[src/rtl/multi_mac_stream.sv]
// multi_mac_stream: N-channel streaming signed dot-product engine with shared B operand and valid/ready framing
module multi_mac_stream #(
  parameter int N       = 5,
  parameter int WIDTH   = 16,
  parameter int K_MAX   = 16,
  parameter int KW      = $clog2(K_MAX),
  parameter int M_WIDTH = 2*WIDTH+KW
) (
  input  logic                 clk,
  input  logic                 rst,
  input  logic [KW-1:0]        len,
  input  logic                 in_valid,
  output logic                 in_ready,
  input  logic [N*WIDTH-1:0]   A,
  input  logic [WIDTH-1:0]     B,
  output logic                 out_valid,
  input  logic                 out_ready,
  output logic [N*M_WIDTH-1:0] C,
  output logic                 busy
);
  typedef enum logic [1:0] {IDLE, ACCUM, DRAIN, HOLD} state_t;
  state_t state_q, state_d;
  logic [KW:0] len_q, len_d, cnt_q, cnt_d, eff;
  logic [N*2*WIDTH-1:0] prod_q, prod_d;
  logic [N*M_WIDTH-1:0] acc_q, acc_d, c_q, c_d;
  logic pv_q, pv_d, pf_q, pf_d, ov_q, ov_d, accept;
  assign in_ready  = !rst && (state_q == IDLE || state_q == ACCUM);
  assign accept    = in_valid && in_ready;
  assign busy      = state_q != IDLE;
  assign out_valid = ov_q;
  assign C         = c_q;
  assign eff       = len == '0 ? (KW+1)'(K_MAX) : {1'b0, len};
  assign pv_d      = accept;
  assign pf_d      = accept && state_q == IDLE;
  for (genvar i = 0; i < N; i++) begin : g_ch
    logic [2*WIDTH-1:0] p;
    logic [M_WIDTH-1:0] e, a;
    assign p = $signed({{WIDTH{A[WIDTH*i+WIDTH-1]}}, A[WIDTH*i +: WIDTH]}) * $signed({{WIDTH{B[WIDTH-1]}}, B});
    assign prod_d[2*WIDTH*i +: 2*WIDTH] = p;
    assign e = {{(M_WIDTH-2*WIDTH){prod_q[2*WIDTH*(i+1)-1]}}, prod_q[2*WIDTH*i +: 2*WIDTH]};
    assign a = acc_q[M_WIDTH*i +: M_WIDTH];
    assign acc_d[M_WIDTH*i +: M_WIDTH] = pv_q ? (pf_q ? e : a + e) : a;
  end
  always_comb begin
    state_d = state_q;
    len_d   = len_q;
    cnt_d   = cnt_q;
    c_d     = c_q;
    ov_d    = ov_q;
    case (state_q)
      IDLE: if (accept) begin
        len_d   = eff;
        cnt_d   = (KW+1)'(1);
        state_d = eff == (KW+1)'(1) ? DRAIN : ACCUM;
      end
      ACCUM: if (accept) begin
        cnt_d   = cnt_q + 1'b1;
        state_d = cnt_d == len_q ? DRAIN : ACCUM;
      end
      DRAIN: if (!pv_q) begin
        c_d     = acc_q;
        ov_d    = 1'b1;
        state_d = HOLD;
      end
      default: if (out_ready) begin
        ov_d    = 1'b0;
        state_d = IDLE;
      end
    endcase
  end
  always_ff @(posedge clk) begin
    if (rst) begin
      state_q <= IDLE;
      len_q   <= '0;
      cnt_q   <= '0;
      prod_q  <= '0;
      acc_q   <= '0;
      c_q     <= '0;
      pv_q    <= 1'b0;
      pf_q    <= 1'b0;
      ov_q    <= 1'b0;
    end else begin
      state_q <= state_d;
      len_q   <= len_d;
      cnt_q   <= cnt_d;
      prod_q  <= prod_d;
      acc_q   <= acc_d;
      c_q     <= c_d;
      pv_q    <= pv_d;
      pf_q    <= pf_d;
      ov_q    <= ov_d;
    end
  end
endmodule

[config.mk]
export PLATFORM = sky130hd
export DESIGN_NAME = multi_mac_stream
export DESIGN_NICKNAME = d
export VERILOG_FILES = /design/src/rtl/multi_mac_stream.sv
export SDC_FILE = /design/constraint.sdc
export NUM_CORES = 2
export LEC_CHECK = 0
export ABC_AREA = 1
export CORE_ASPECT_RATIO = 2
export CORE_UTILIZATION = 45
export CTS_BUF_LIST = sky130_fd_sc_hd__clkbuf_8
export DETAILED_ROUTE_END_ITERATION = 7
export DONT_BUFFER_PORTS = 1
export SLEW_MARGIN = 40
export SYNTH_ARGS = -nofsm -noshare
export SYNTH_HDL_FRONTEND = slang
export SYNTH_SLANG_ARGS = --single-unit
[constraint.sdc]
create_clock -name clk -period 16.12 [get_ports clk]
set_input_delay 4.836 -clock clk [delete_from_list [all_inputs] [get_ports clk]]
set_output_delay 4.836 -clock clk [all_outputs]
set_load 0.02 [all_outputs]
# Word level (Yosys, flattened, before mapping)

Index checks and enable logic that the tools add are counted.

Bits in registers: 535
Latch bits: 0
RAM bits: 0
Memory bits (read-only): 0
Word-level logic and storage cells: 65
Memories kept: 0

Add/sub/neg operators: 6
Multipliers: 5
Div/mod/pow operators: 0
$lt $le $gt $ge: 0
Equality and inequality tests: 7
Shifts and indexed selects: 0
Multiplexer cells: 19
Bitwise gates (word level): 2
Reduce and logical (&&, ||, !) cells: 17

Operator list:

| kind                                                 | number |
|---|---|
| adder 36 bit                                         | 5 |
| two-way mux 36 bit                                   | 5 |
| multiplier 16 x 16 -> 32 bit                         | 5 |
| two-way mux 5 bit                                    | 3 |
| two-way mux 2 bit                                    | 6 |
| case mux 5 bit (2 select lines)                      | 1 |
| inequality test 2 bit (second input constant)        | 3 |
| case mux 2 bit (3 select lines)                      | 1 |
| AND reduction 3 bit                                  | 2 |
| nonzero test 2 bit                                   | 3 |
| adder 5 x 1 -> 5 bit (second input constant)         | 1 |
| equality test 5 x 1 -> 1 bit (second input constant) | 1 |
| equality test 5 bit                                  | 1 |
| zero test 4 bit                                      | 1 |
| AND reduction 2 bit                                  | 2 |
| AND reduction 4 bit                                  | 1 |
| nonzero test 4 bit                                   | 1 |
| logical AND 1 bit                                    | 3 |
| equality test 2 x 1 -> 1 bit (second input constant) | 1 |
| equality test 2 bit (second input constant)          | 1 |
| zero test 2 bit                                      | 1 |
| two-way mux 1 bit                                    | 2 |
| NOT 1 bit                                            | 2 |
| case mux 1 bit (2 select lines)                      | 1 |
| other kinds (3)                                      | 3 |

# Logic depth before layout (Yosys ltp)

Depth after elaboration: 6
Gate-level depth with buffers: 27
Mapped depth without buffers: 25

# Least setup slack after synthesis

Ideal clock, no wire load.

Path kind: input-to-reg
Start point: input B[1]
End point: register prod_q[28]
Arrival: 10.160 ns
Data required time: 16.005 ns
Slack: 5.845 ns
Cell stages on the path: 21
Path through: clkbuf_1 clkbuf_1 nand2_1 inv_1 fa_1 fa_1 inv_1 fa_1 fa_1 inv_1 fa_1 inv_1 fa_1 inv_1 ha_1 a21oi_1 o21ai_0 a221oi_1 nand4_1 nand2_1 nor2_1

Cells in the longest elaborated chain, start to end: 1

Ends and longest elaborated chain:

| element                      | RTL line | RTL |
|---|---|---|
| start: declaration           | 15       | `input logic [WIDTH-1:0] B,` |
| multiplier 16 x 16 -> 32 bit | 38       | `assign p = $signed({{WIDTH{A[WIDTH*i+WIDTH-1]}}, A[WIDTH*i +: WIDTH]}) * $signed({{WIDTH{B[WIDTH-1]}}, B});` |
| end signal: assignment       | 86       | `prod_q <= prod_d;` |
| end: declaration             | 24       | `logic [N*2*WIDTH-1:0] prod_q, prod_d;` |

Every way passes these cells.
A chain may end at the register's enable or synchronous reset.

# Final worst setup path

Start point: input B[15]
End point: register prod_q[150]

The elaborated chain is that of the path after synthesis.

==> impl_summary.log <==
INFO  metric rsz0062_at_grt = no
INFO  metric yosys_warnings = 0
INFO  metric worstSkewPairLatency = 0.79 ns
INFO  metric antenna_left = 0
INFO  metric multi_input_comb_area = 60600 um^2
INFO  metric layout_min_cycle_time = 10.22 ns
INFO  metric synth.net_count = 13600
INFO  metric max_stage_delay = 0.60 ns
INFO  metric finalWeightedCongestion = 0.987
INFO  metric synthToLayoutAreaGrowth = 3.73%
INFO  metric clock_tree.root_cell = sky130_fd_sc_hd__clkbuf_8
INFO  metric post_synth.cell_area_avg = 7.19 um^2
INFO  metric std_cell_rows = 222
INFO  metric groute.usage.overall = 0.306
INFO  metric grt_pass1_wl = 439000 um
INFO  metric cp-end-kind = flop
INFO  metric grt_max_degree = 325
INFO  metric initial_core_util = 0.454
INFO  metric postSynthCellCount = 11600
INFO  metric timing.final.hold_violations = 0
INFO  metric die_height = 610 um
INFO  metric wirelength = 286000 um
INFO  metric max_slew.worst_pin.slew = 0.829 ns
INFO  metric number_of_antenna_violations_at_the_first_check_in_global_routing = 2
INFO  metric timing.critical_path.mode_cell = sky130_fd_sc_hd__fa_1
INFO  metric outcome = finished, final reports clean
INFO  metric synth.yosys.seq_area_share = 0.129
INFO  metric synthArstFlopShare = 0
INFO  metric hold_removal_path_class = flop to flop
INFO  metric maximum_achievable_frequency = 0.0978 GHz
INFO  metric crit_slowest_cell = sky130_fd_sc_hd__buf_4
INFO  metric cts_setup_buffers = 0
INFO  metric postSynthRegisterBits = 535
INFO  metric setup_tns = 0 ns
INFO  metric mostFrequentLayoutCell = sky130_fd_sc_hd__nand2_1
INFO  metric postCtsResizedCells = 0
INFO  metric cts.sinks = 535
INFO  metric cts-buffers-inserted = 81
INFO  metric worst-endpoint-required = 16.79 ns
INFO  metric synth_enable_flop_cells = 0
INFO  metric setup-violations-final = 0
INFO  metric clock_slew_seen_by_the_registers_of_the_worst_setup_and_hold_paths = 0.09 ns
INFO  metric maxCapViolations = 0
INFO  metric die_area = 187000 um^2
INFO  metric min_delay_path_depth = 2
INFO  metric critPathKind = primary input to flop
INFO  metric seq_area = 10700 um^2
INFO  metric relSlewSlack = 0.447
INFO  metric detailed_route_drc_error_count = 0
INFO  metric critical_path.cell_chain = clkinv_2 -> buf_4 -> buf_4 -> nor2_1 -> fa_1 -> fa_1 -> fa_1 -> fa_1 -> fa_1 -> inv_1 -> fa_1 -> inv_1 -> ha_1 -> nand2_1 -> nor2_1 -> inv_1 -> o21ai_1 -> a31oi_1 -> o21bai_1 -> nand2_1 -> nand2_1 -> nor2_1
INFO  metric route.vias.total = 72200
INFO  metric cts_hold_buffers = 0
INFO  metric critical_path_peak_fanout = 37
INFO  metric timing.final.max_slew_violations = 0
INFO  metric syn_area = 83100 um^2
INFO  metric htreeDepth = 3
INFO  metric fin_skew = 0.0516 ns
INFO  metric drt_first_iter_violations = 4046
INFO  metric post_synth_num_cell_types = 55
INFO  metric finish.net_count = 13200
INFO  metric portbufs = 0
INFO  metric worst_setup_path_start_kind = primary input
INFO  metric route.detailed.wl_per_inst = 21.0 um
INFO  metric fillerInstances = 18800
INFO  metric via_count_of_the_first_global_routing_pass = 77400
INFO  metric cts_tree = done
INFO  metric route.detailed.vias_per_inst = 5.30
INFO  metric post-route-period-util = 0.634
INFO  metric io_pins = 287
INFO  metric fraction_of_layout_instances_using_a_drive_strength_above_1 = 0.0329
INFO  metric cts_buffer_depth = 3
INFO  metric drt-pass1-iter-count = 7
INFO  metric floorplan.die.width = 306 um
INFO  metric grt_overflow = 0
INFO  metric synth_ff_type = sky130_fd_sc_hd__dfxtp_1
INFO  metric final_cell_mix = 2989 x sky130_fd_sc_hd__nand2_1, 2664 x sky130_fd_sc_hd__inv_1, 1315 x sky130_fd_sc_hd__fa_1
INFO  metric arr_time_crit_path = 10.89 ns
INFO  metric r2r_cells = 17
INFO  metric core_area = 183000 um^2
INFO  metric dp_hpwl = 226000 um
stage by stage:
stage | cell area [um^2] | setup slack, ns | hold slack, ns | utilization | std cells
floorplan | 83100 | 5.85 | 0.448 | - | 11600
global placement | 84400 | 5.04 | 0.466 | 0.461 | 13500
detailed placement | 84500 | 5.17 | 0.477 | 0.462 | 13500
CTS | 86200 | 6.00 | 0.463 | 0.471 | 13600
global route | 86200 | 5.62 | 0.510 | 0.471 | 13600
finish | 86200 | 5.90 | 0.476 | 0.471 | 13600
synthesized netlist by cell type, types with 46 or more instances:
cell	instances	area share
sky130_fd_sc_hd__nor2_1	908	0.041
sky130_fd_sc_hd__o211ai_1	55	0.0050
sky130_fd_sc_hd__fa_1	1315	0.32
sky130_fd_sc_hd__a21oi_1	752	0.045
sky130_fd_sc_hd__dfxtp_1	535	0.13
sky130_fd_sc_hd__o21bai_1	46	0.0042
sky130_fd_sc_hd__clkbuf_1	394	0.018
sky130_fd_sc_hd__nand3_1	288	0.017
sky130_fd_sc_hd__nand2_2	70	0.0053
sky130_fd_sc_hd__nand4_1	75	0.0056
sky130_fd_sc_hd__inv_1	2651	0.12
sky130_fd_sc_hd__xnor2_1	73	0.0077
sky130_fd_sc_hd__ha_1	590	0.089
sky130_fd_sc_hd__nand2_1	2989	0.13
sky130_fd_sc_hd__o21ai_0	345	0.021
sky130_fd_sc_hd__xor2_1	57	0.0060
worst max-delay path: cells and delay by family:
family	cells	cell delay (ns)
adders and majority gates	7	3.20
buffers and inverters	6	1.53
and+or+nand+nor	6	0.72
AOI/OAI and AO/OA	3	0.55
sequential cells by signal, indices dropped and copies added (netlist names):
register	count
prod_q	160
pf_q	1
pv_q	1
out_valid	1
len_q	5
state_q	2
C	180
cnt_q	5
acc_q	180
cells by family after synthesis:
kind of cell,Yosys count,share of synthesized area
AND/OR/NAND/NOR,4489,0.218
buffers and inverters,3122,0.142
adder cells (fa/ha/maj),1905,0.406
AO/OA/AOI/OAI,1385,0.0923
flip-flops,535,0.129
XOR/XNOR,130,0.0137
path summary, 6_finish.rpt:
| path | startpoint | endpoint | slack [ns] |
|---|---|---|---|
| setup / recovery | B[15] | prod_q[150]$_SDFF_PP0_ | 5.90 |
| hold reg to reg | acc_q[126]$_SDFFE_PP0P_ | C[126]$_SDFFE_PP0P_ | 0.48 |
| setup reg to reg | prod_q[0]$_SDFF_PP0_ | acc_q[32]$_SDFFE_PP0P_ | 13.20 |
| hold / removal | acc_q[126]$_SDFFE_PP0P_ | C[126]$_SDFFE_PP0P_ | 0.48 |
routing by layer:
| layer | up-vias | share of wire | GRT usage |
|---|---|---|---|
| li1 | 33800 | - | - |
| met1 | 35500 | 0.36 | 0.324 |
| met2 | 2160 | 0.54 | 0.588 |
| met3 | 695 | 0.050 | 0.0401 |
| met4 | 2 | 0.052 | 0.150 |
| met5 | - | 0.000045 | 0 |
area by class of cell:
| cell class | instances | area share |
|---|---|---|
| Timing Repair Buffer | 15 | 0.00171 |
| Sequential cell | 535 | 0.124 |
| Multi-Input combinational cell | 7909 | 0.703 |
| Antenna cell | 1 | 0.0000290 |
| Clock buffer | 101 | 0.0161 |
| Inverter | 2671 | 0.117 |
| Clock inverter | 43 | 0.00392 |
| Tap cell | 2352 | 0.0341 |
Power is left out: the tool's default activity adds up to more than one toggle a clock period on the data nets, which glitch-free logic cannot reach.
